<file path="src/rtl/pwm_timer_multi.sv">
// Multi-channel PWM timer: one shared prescaler/period counter, CH compare channels,
// shadowed settings reloaded at start and at every period wrap, optional one-shot mode.
module pwm_timer_multi #(
    parameter int CH = 4,
    parameter int W  = 32
) (
    input  logic            clk,
    input  logic            reset,
    input  logic            enable,
    input  logic            one_shot,
    input  logic [W-1:0]    prescaler,
    input  logic [W-1:0]    period,
    input  logic [CH*W-1:0] compare,
    input  logic [CH-1:0]   ch_en,
    input  logic [CH-1:0]   polarity,
    input  logic            ovf_clr,
    input  logic [CH-1:0]   cmp_clr,
    output logic [CH-1:0]   pwm_out,
    output logic            irq_ovf,
    output logic [CH-1:0]   irq_cmp,
    output logic [W-1:0]    count,
    output logic            running,
    output logic [1:0]      state
);

    typedef enum logic [1:0] {
        IDLE = 2'd0,
        RUN  = 2'd1,
        DONE = 2'd2
    } state_t;

    localparam logic [W-1:0] ONE = 1;

    state_t               st, st_n;
    logic [W-1:0]         pres_cnt, pres_n;
    logic [W-1:0]         count_n;
    logic [W-1:0]         presc_act, presc_n;
    logic [W-1:0]         period_act, period_n;
    logic [CH-1:0][W-1:0] cmp_act, cmp_n;
    logic                 tick;
    logic                 wrap;
    logic                 ovf_set;
    logic [CH-1:0]        cmp_set;
    logic [CH-1:0]        pwm_n;

    assign state = st;

    always_comb begin
        st_n     = st;
        pres_n   = pres_cnt;
        count_n  = count;
        presc_n  = presc_act;
        period_n = period_act;
        cmp_n    = cmp_act;
        tick     = 1'b0;
        wrap     = 1'b0;
        ovf_set  = 1'b0;
        cmp_set  = '0;
        pwm_n    = polarity;

        case (st)
            IDLE: begin
                if (enable) begin
                    st_n     = RUN;
                    pres_n   = '0;
                    count_n  = '0;
                    presc_n  = prescaler;
                    period_n = period;
                    for (int i = 0; i < CH; i++) cmp_n[i] = compare[i*W +: W];
                end
            end
            RUN: begin
                if (!enable) begin
                    // Stopping discards any tick that was due this cycle.
                    st_n    = IDLE;
                    pres_n  = '0;
                    count_n = '0;
                end else begin
                    tick = (pres_cnt == presc_act);
                    if (tick) begin
                        pres_n = '0;
                        wrap   = (count == period_act);
                        if (wrap) begin
                            count_n  = '0;
                            ovf_set  = 1'b1;
                            presc_n  = prescaler;
                            period_n = period;
                            for (int i = 0; i < CH; i++) cmp_n[i] = compare[i*W +: W];
                            if (one_shot) st_n = DONE;
                        end else begin
                            count_n = count + ONE;
                        end
                        // Match uses the settings of the period that is ending.
                        for (int i = 0; i < CH; i++) begin
                            if (ch_en[i] && (cmp_act[i] <= period_act) && (count_n == cmp_act[i]))
                                cmp_set[i] = 1'b1;
                        end
                    end else begin
                        pres_n = pres_cnt + ONE;
                    end
                end
            end
            DONE: begin
                pres_n  = '0;
                count_n = '0;
                if (!enable) st_n = IDLE;
            end
            default: begin
                st_n    = IDLE;
                pres_n  = '0;
                count_n = '0;
            end
        endcase

        // Output is computed from next-cycle values so it lines up with count.
        for (int i = 0; i < CH; i++) begin
            if ((st_n == RUN) && ch_en[i])
                pwm_n[i] = (count_n < cmp_n[i]) ^ polarity[i];
            else
                pwm_n[i] = polarity[i];
        end
    end

    always_ff @(posedge clk or posedge reset) begin
        if (reset) begin
            st         <= IDLE;
            pres_cnt   <= '0;
            count      <= '0;
            presc_act  <= '0;
            period_act <= '0;
            cmp_act    <= '0;
            running    <= 1'b0;
            pwm_out    <= '0;
            irq_ovf    <= 1'b0;
            irq_cmp    <= '0;
        end else begin
            st         <= st_n;
            pres_cnt   <= pres_n;
            count      <= count_n;
            presc_act  <= presc_n;
            period_act <= period_n;
            cmp_act    <= cmp_n;
            running    <= (st_n == RUN);
            pwm_out    <= pwm_n;
            irq_ovf    <= (irq_ovf & ~ovf_clr) | ovf_set;
            irq_cmp    <= (irq_cmp & ~cmp_clr) | cmp_set;
        end
    end

endmodule

</file>
<file path="config.mk">
export PLATFORM = sky130hd
export DESIGN_NAME = pwm_timer_multi
export DESIGN_NICKNAME = d
export VERILOG_FILES = /design/src/rtl/pwm_timer_multi.sv
export SDC_FILE = /design/constraint.sdc
export NUM_CORES = 1
export LEC_CHECK = 0
export ABC_AREA = 1
export CAP_MARGIN = 20
export CORE_MARGIN = 2
export CORE_UTILIZATION = 40
export CTS_CLUSTER_DIAMETER = 50
export DETAILED_ROUTE_END_ITERATION = 8
export DONT_BUFFER_PORTS = 1
export HOLD_SLACK_MARGIN = 0.06
export PLACE_DENSITY_LB_ADDON = 0.15
export SLEW_MARGIN = 20
export SYNTH_ARGS = -nofsm -noshare
export SYNTH_HDL_FRONTEND = slang
export SYNTH_SLANG_ARGS = --single-unit
</file>
<file path="constraint.sdc">
create_clock -name clk -period 12.4 [get_ports clk]
set_input_delay 2.48 -clock clk [delete_from_list [all_inputs] [get_ports clk]]
set_output_delay 2.48 -clock clk [all_outputs]
set_load 0.02 [all_outputs]
</file>
# Yosys cells after proc, flatten, opt, wreduce, memory -nomap -nowiden
# Index checks and enable logic that the tools add are counted.
# totals
in_bits	209
word_cells	110
regBits	268
# op_classes
n_reduce_logical	15
addsub	2
bitwise	10
muxes	49
order_cmp	8
n_eq_ne	13
# op_table
operator	n
2-to-1 mux 32 bit	18
2-to-1 mux 128 bit	4
case mux 128 bit (2 select lines)	1
case mux 32 bit (2 select lines)	4
equality test 32 bit	6
<= comparator 32 bit	4
< comparator 32 bit	4
adder 32 x 1 -> 32 bit, second input constant	2
logical AND 1 bit	12
2-to-1 mux 1 bit	12
2-to-1 mux 2 bit	6
2-to-1 mux 4 bit	3
!= test 2 bit, second input constant	4
case mux 2 bit (3 select lines)	1
AND reduction 5 bit	1
AND 4 bit	1
equality test 2 x 1 -> 1 bit, second input constant	2
inverter 4 bit	1
OR 4 bit	1
bitwise XOR 1 bit	4
equality test 2 bit, second input constant	1
logical NOT 2 bit	1
nonzero test 2 bit	1
AND 1 bit	1
2 further kinds	2

# Depth between registers and ports, before layout
# depth
ltp_word	12
depth_mapped	30

# Least setup slack after synthesis
# No wires, ideal clock.
# synth_path
path_type	input to register
from	in enable
to	reg pwm_out[0]
setup_slack_ns	7.001
t_arrival_ns	5.286
stages	19
path_cell_list	clkbuf_1 -> inv_1 -> nor2_1 -> nand2_1 -> inv_1 -> nor2_1 -> clkbuf_1 -> o22ai_1 -> ha_1 -> a21oi_1 -> o21ai_0 -> nand3_1 -> nand2_1 -> nand2_1 -> a21oi_1 -> a2111oi_0 -> nand3_1 -> nand2_1 -> inv_1
# synth_between
elab_chain_len	5
word_cells_on_any_way	15
# synth_rtl
element	line_no	text
start, declared	9	input logic enable,
2-to-1 mux 32 bit (on tied branches)	73, 63	
case mux 32 bit (2 select lines) (*)	61	case (st)
net count_n[19]	36	logic [W-1:0] count_n;
< comparator 32 bit (*)	118	pwm_n[i] = (count_n < cmp_n[i]) ^ polarity[i];
bitwise XOR 1 bit (*)	118	
2-to-1 mux 1 bit (*)	117	if ((st_n == RUN) && ch_en[i])
net pwm_n[0]	44	logic [CH-1:0] pwm_n;
end signal, assigned	144	pwm_out <= pwm_n;
end, declared	18	output logic [CH-1:0] pwm_out,
# The timed path passes the listed nets; every way through them passes the cells marked *.
# A chain may end at the register's enable or synchronous reset.

# Worst setup path after layout
# layout_path
from	in enable
to	reg pwm_out[3]
# The elaborated chain is that of the path after synthesis.

==> results by group <==
Clock network
  – CTS clock-pin slew for the worst setup and hold paths: 0.06 ns
  – Clk Latency, worst-skew pair: 0.61 ns
  – Post_cts resized: 0
  – Clock root cell: clkbuf_16
  – H-tree depth: 2
  – CTS buffer count: 50
  – Clock sinks: 268
  – # Post-CTS Setup Buffers: 0
  – Hold Buf Count CTS: 0
  – CTS tree: done
  – Clk buf depth: 3

Route
  – Vias/cell: ~5.6
  – Post-DR wirelength/cell: ~23 um
  – DR pass1 iterations: 6
  – Total number of vias: 22492
  – DRC: 0
  – ANT nets after route: 0
  – Initial DRC count: 2155
  – Total wire length: just over 90000 um

Timing
  – Final Max Tran Viols: 0
  – Final setup skew: 0.03040 ns
  – Max frequency: 153.0 MHz
  – Final setup viols: 0
  – Worst-Margin Slew: 1.017 ns
  – RSZ-0062 raised after global routing: no
  – Final TNS setup: 0 ns
  – Min cycle time layout: roughly 6.5 ns
  – Final cycle utilization of the critical path: 52.72%
  – Worst setup margin: a little under 6 ns
  – Final hold violation count: 0
  – Worst slew margin: between 30% and 40%

Worst setup path
  – CP startpoint kind: primary input
  – Critical path type: in2reg
  – Crit path cell chain: inv_1, nor2_1, nand2_1, inv_1, nor2_2, buf_4, o22ai_1, ha_1, a21oi_1, o21ai_0, nand3_1, a21oi_1, a211oi_1, o221ai_1, nor3b_1, nand3_1, nand2_1, inv_1
  – CP Data Required Time: 12.89 ns
  – FF-to-FF setup slack: a little under 6 ns
  – Crit path DAT: between 7 and 8 ns
  – Critical path's largest stage delay: approximately 0.9 ns
  – CP Max Fanout: 21
  – Most repeated library cell on the critical path: inv_1
  – Worst setup EP type: flip-flop
  – Highest-delay cell along the critical path: nor2_2

Power
  – Leak Pwr: between 10 and 15 nW
  – Total power: 3.200 mW
  – PwrDens: between 100 and 150 nW/um^2
  – VDD IR max: 0.09776 mV

Global route
  – Largest net degree at the start of global routing: 118
  – Global Route Usage Sum: between 30 and 40%
  – First-pass GRT wire length: 138300 um
  – M1 GR Usage: between 40% and 50%
  – Met3 Usage GRT: under 10%
  – Vias in the first global route: 21779
  – Gr ovfl total: 0
  – Initial antenna violation count: 0
  – Most crowded layer after global routing: met2
  – M2 GR Usage: 50.35%

Flow run
  – Max cap viols: 0

Die
  – Initial Util: 40.27%
  – Die ar.: about 58000 um^2
  – Die height: 241.6 um
  – Ports: 253
  – Die width: 241.6 um
  – Core box area: between 50000 and 60000 um^2
  – Std cell rows: 87

Synth
  – Fraction of registers with async set/reset: 100.0%
  – Syn Nets: 3732
  – #FFs+latches synth: 268
  – Post-synth top area cell: dfrtp_1
  – Gate Count Post-Synth: 3269
  – YS warnings: 0
  – Top-area cell type share of the netlist area: 29.71%
  – Mapped cell area: 22570 um^2
  – Yosys cell types: 55
  – Mean post-synth cell area: roughly 6.9 um^2
  – Synth top area cells: dfrtp_1, ha_1, nand2_1
  – Number of synthesized flops with an enable pin: 0
  – Top FF cell, synth: dfrtp_1
  – Sequential fraction of the synthesis area: 29.71%

Final layout
  – Commonest non-fill, non-tap cell in the layout: nand2_1
  – ANT cells: 0
  – Layout cells sized above 1: between 5 and 6%
  – FF+latch area: 6706 um^2
  – Filler instances: 5804
  – Multi-input logic area: approximately 13000 um^2
  – Most frequent cells in the layout: nand2_1, inv_1, a21oi_1, o21ai_0, dfrtp_1
  – Layout Utilization: between 40% and 50%
  – Area delta synth->final: 10.90%
  – Final Cell Area: around 25000 um^2
  – Fin nets: around 3700

Place
  – IO buf count: 0
  – DP Area: 23300 um^2
  – Placer congestion estimate: 0.9538
  – Worst slack, placed: around 5.4 ns
  – Detail Placement HPWL: 72520 um

Outcome
  – Status: complete, no violations

Worst hold path
  – Hold Path Class: reg2reg
-- worst paths after layout --
check,start,end,cells past startpoint
min reg2reg,presc_act[5]$_DFFE_PP0P_,presc_act[5]$_DFFE_PP0P_,2
min,presc_act[5]$_DFFE_PP0P_,presc_act[5]$_DFFE_PP0P_,2
min in group asynchronous,reset,running$_DFF_PP0_,1
max in group asynchronous,reset,cmp_act[10]$_DFF_PP0_,2
max reg2reg,count[16]$_DFF_PP0_,pwm_out[0]$_DFF_PP0_,24
max,enable,pwm_out[3]$_DFF_PP0_,18
-- power by group --
group | internal (mW) | total (mW) | leakage (nW) | switching, mW
logic | 0.231 | 0.704 | 8.42 | 0.473
registers | 0.959 | 1.05 | 3.33 | 0.0957
clock network | 0.923 | 1.44 | 0.850 | 0.519
total | 2.11 | 3.20 | 12.6 | 1.09
-- logic make-up (layout without fill, tap and decap cells) --
kind of cell | Yosys count | in the layout | synth area share, %
and+or+nand+nor | 1131 | 1131 | 21.05
AOI/OAI and AO/OA | 816 | 816 | 20.03
buffers and inverters | 727 | 738 | 12.27
DFF | 268 | 268 | 29.71
adders and majority gates | 254 | 254 | 14.08
xor gates and xnor gates | 70 | 70 | 2.716
muxes | 3 | 3 | 0.1496
-- per-stage QoR --
stage / cells / hold WS (ns)
floorplan: 3269 / 0.4997
global placement: 3946 / 0.5238
detailed placement: 3946 / 0.5261
CTS: 4036 / 0.5386
global route: 4036 / 0.5500
finish: 4036 / 0.5395
-- cells in the mapped netlist (2+ instances only) --
cell type / number
a2111oi_0: 3
a211oi_1: 25
a21oi_1: 337
a221oi_1: 4
a31oi_1: 2
buf_1: 7
buf_2: 13
buf_6: 3
clkbuf_1: 73
dfrtp_1: 268
ha_1: 254
inv_1: 614
inv_2: 15
mux2_2: 3
nand2_1: 710
nand2_2: 5
nand2_4: 2
nand3_1: 70
nand3_2: 4
nand4_1: 45
nor2_1: 202
nor2_2: 10
nor2_4: 3
nor3_1: 44
nor3_2: 8
nor4_1: 16
o2111ai_1: 17
o211ai_1: 17
o21a_1: 11
o21ai_0: 279
o21ai_1: 3
o21ai_2: 2
o21bai_1: 2
o221a_2: 4
o221ai_1: 8
o22ai_1: 93
o31ai_1: 2
o32ai_1: 2
or2_2: 2
or3_1: 3
xor2_1: 70
-- per-layer routing --
metal  vias to the layer above  wire length, um
met5                         -                0
met4                         0             3096
met3                       154             6363
met2                       784            42420
met1                     10829            40420
li1                      10725                -
-- sequential cells by signal, indices dropped and copies added, names as in the netlist --
| name | flops |
|---|---|
| pwm_out | 4 |
| irq_ovf | 1 |
| cmp_act | 128 |
| running | 1 |
| pres_cnt | 32 |
| presc_act | 32 |
| period_act | 32 |
| count | 32 |
| irq_cmp | 4 |
| state | 2 |
-- worst max-delay path, delay by kind of cell --
kind / cells / cell delay (ns)
simple gates: 7 / 2.06
fa+ha+maj: 1 / 0.36
buf+inv: 4 / 1.10
compound gates: 6 / 1.01
-- layout make-up --
class / count / area share (%)
Clock inverter: 27 / 1.344
Timing Repair Buffer: 18 / 0.5398
Clock buffer: 63 / 5.592
Sequential cell: 268 / 26.79
Multi-Input combinational cell: 2274 / 52.48
Inverter: 630 / 9.476
Tap cell: 756 / 3.778
Power figures use the tool's default switching activity.
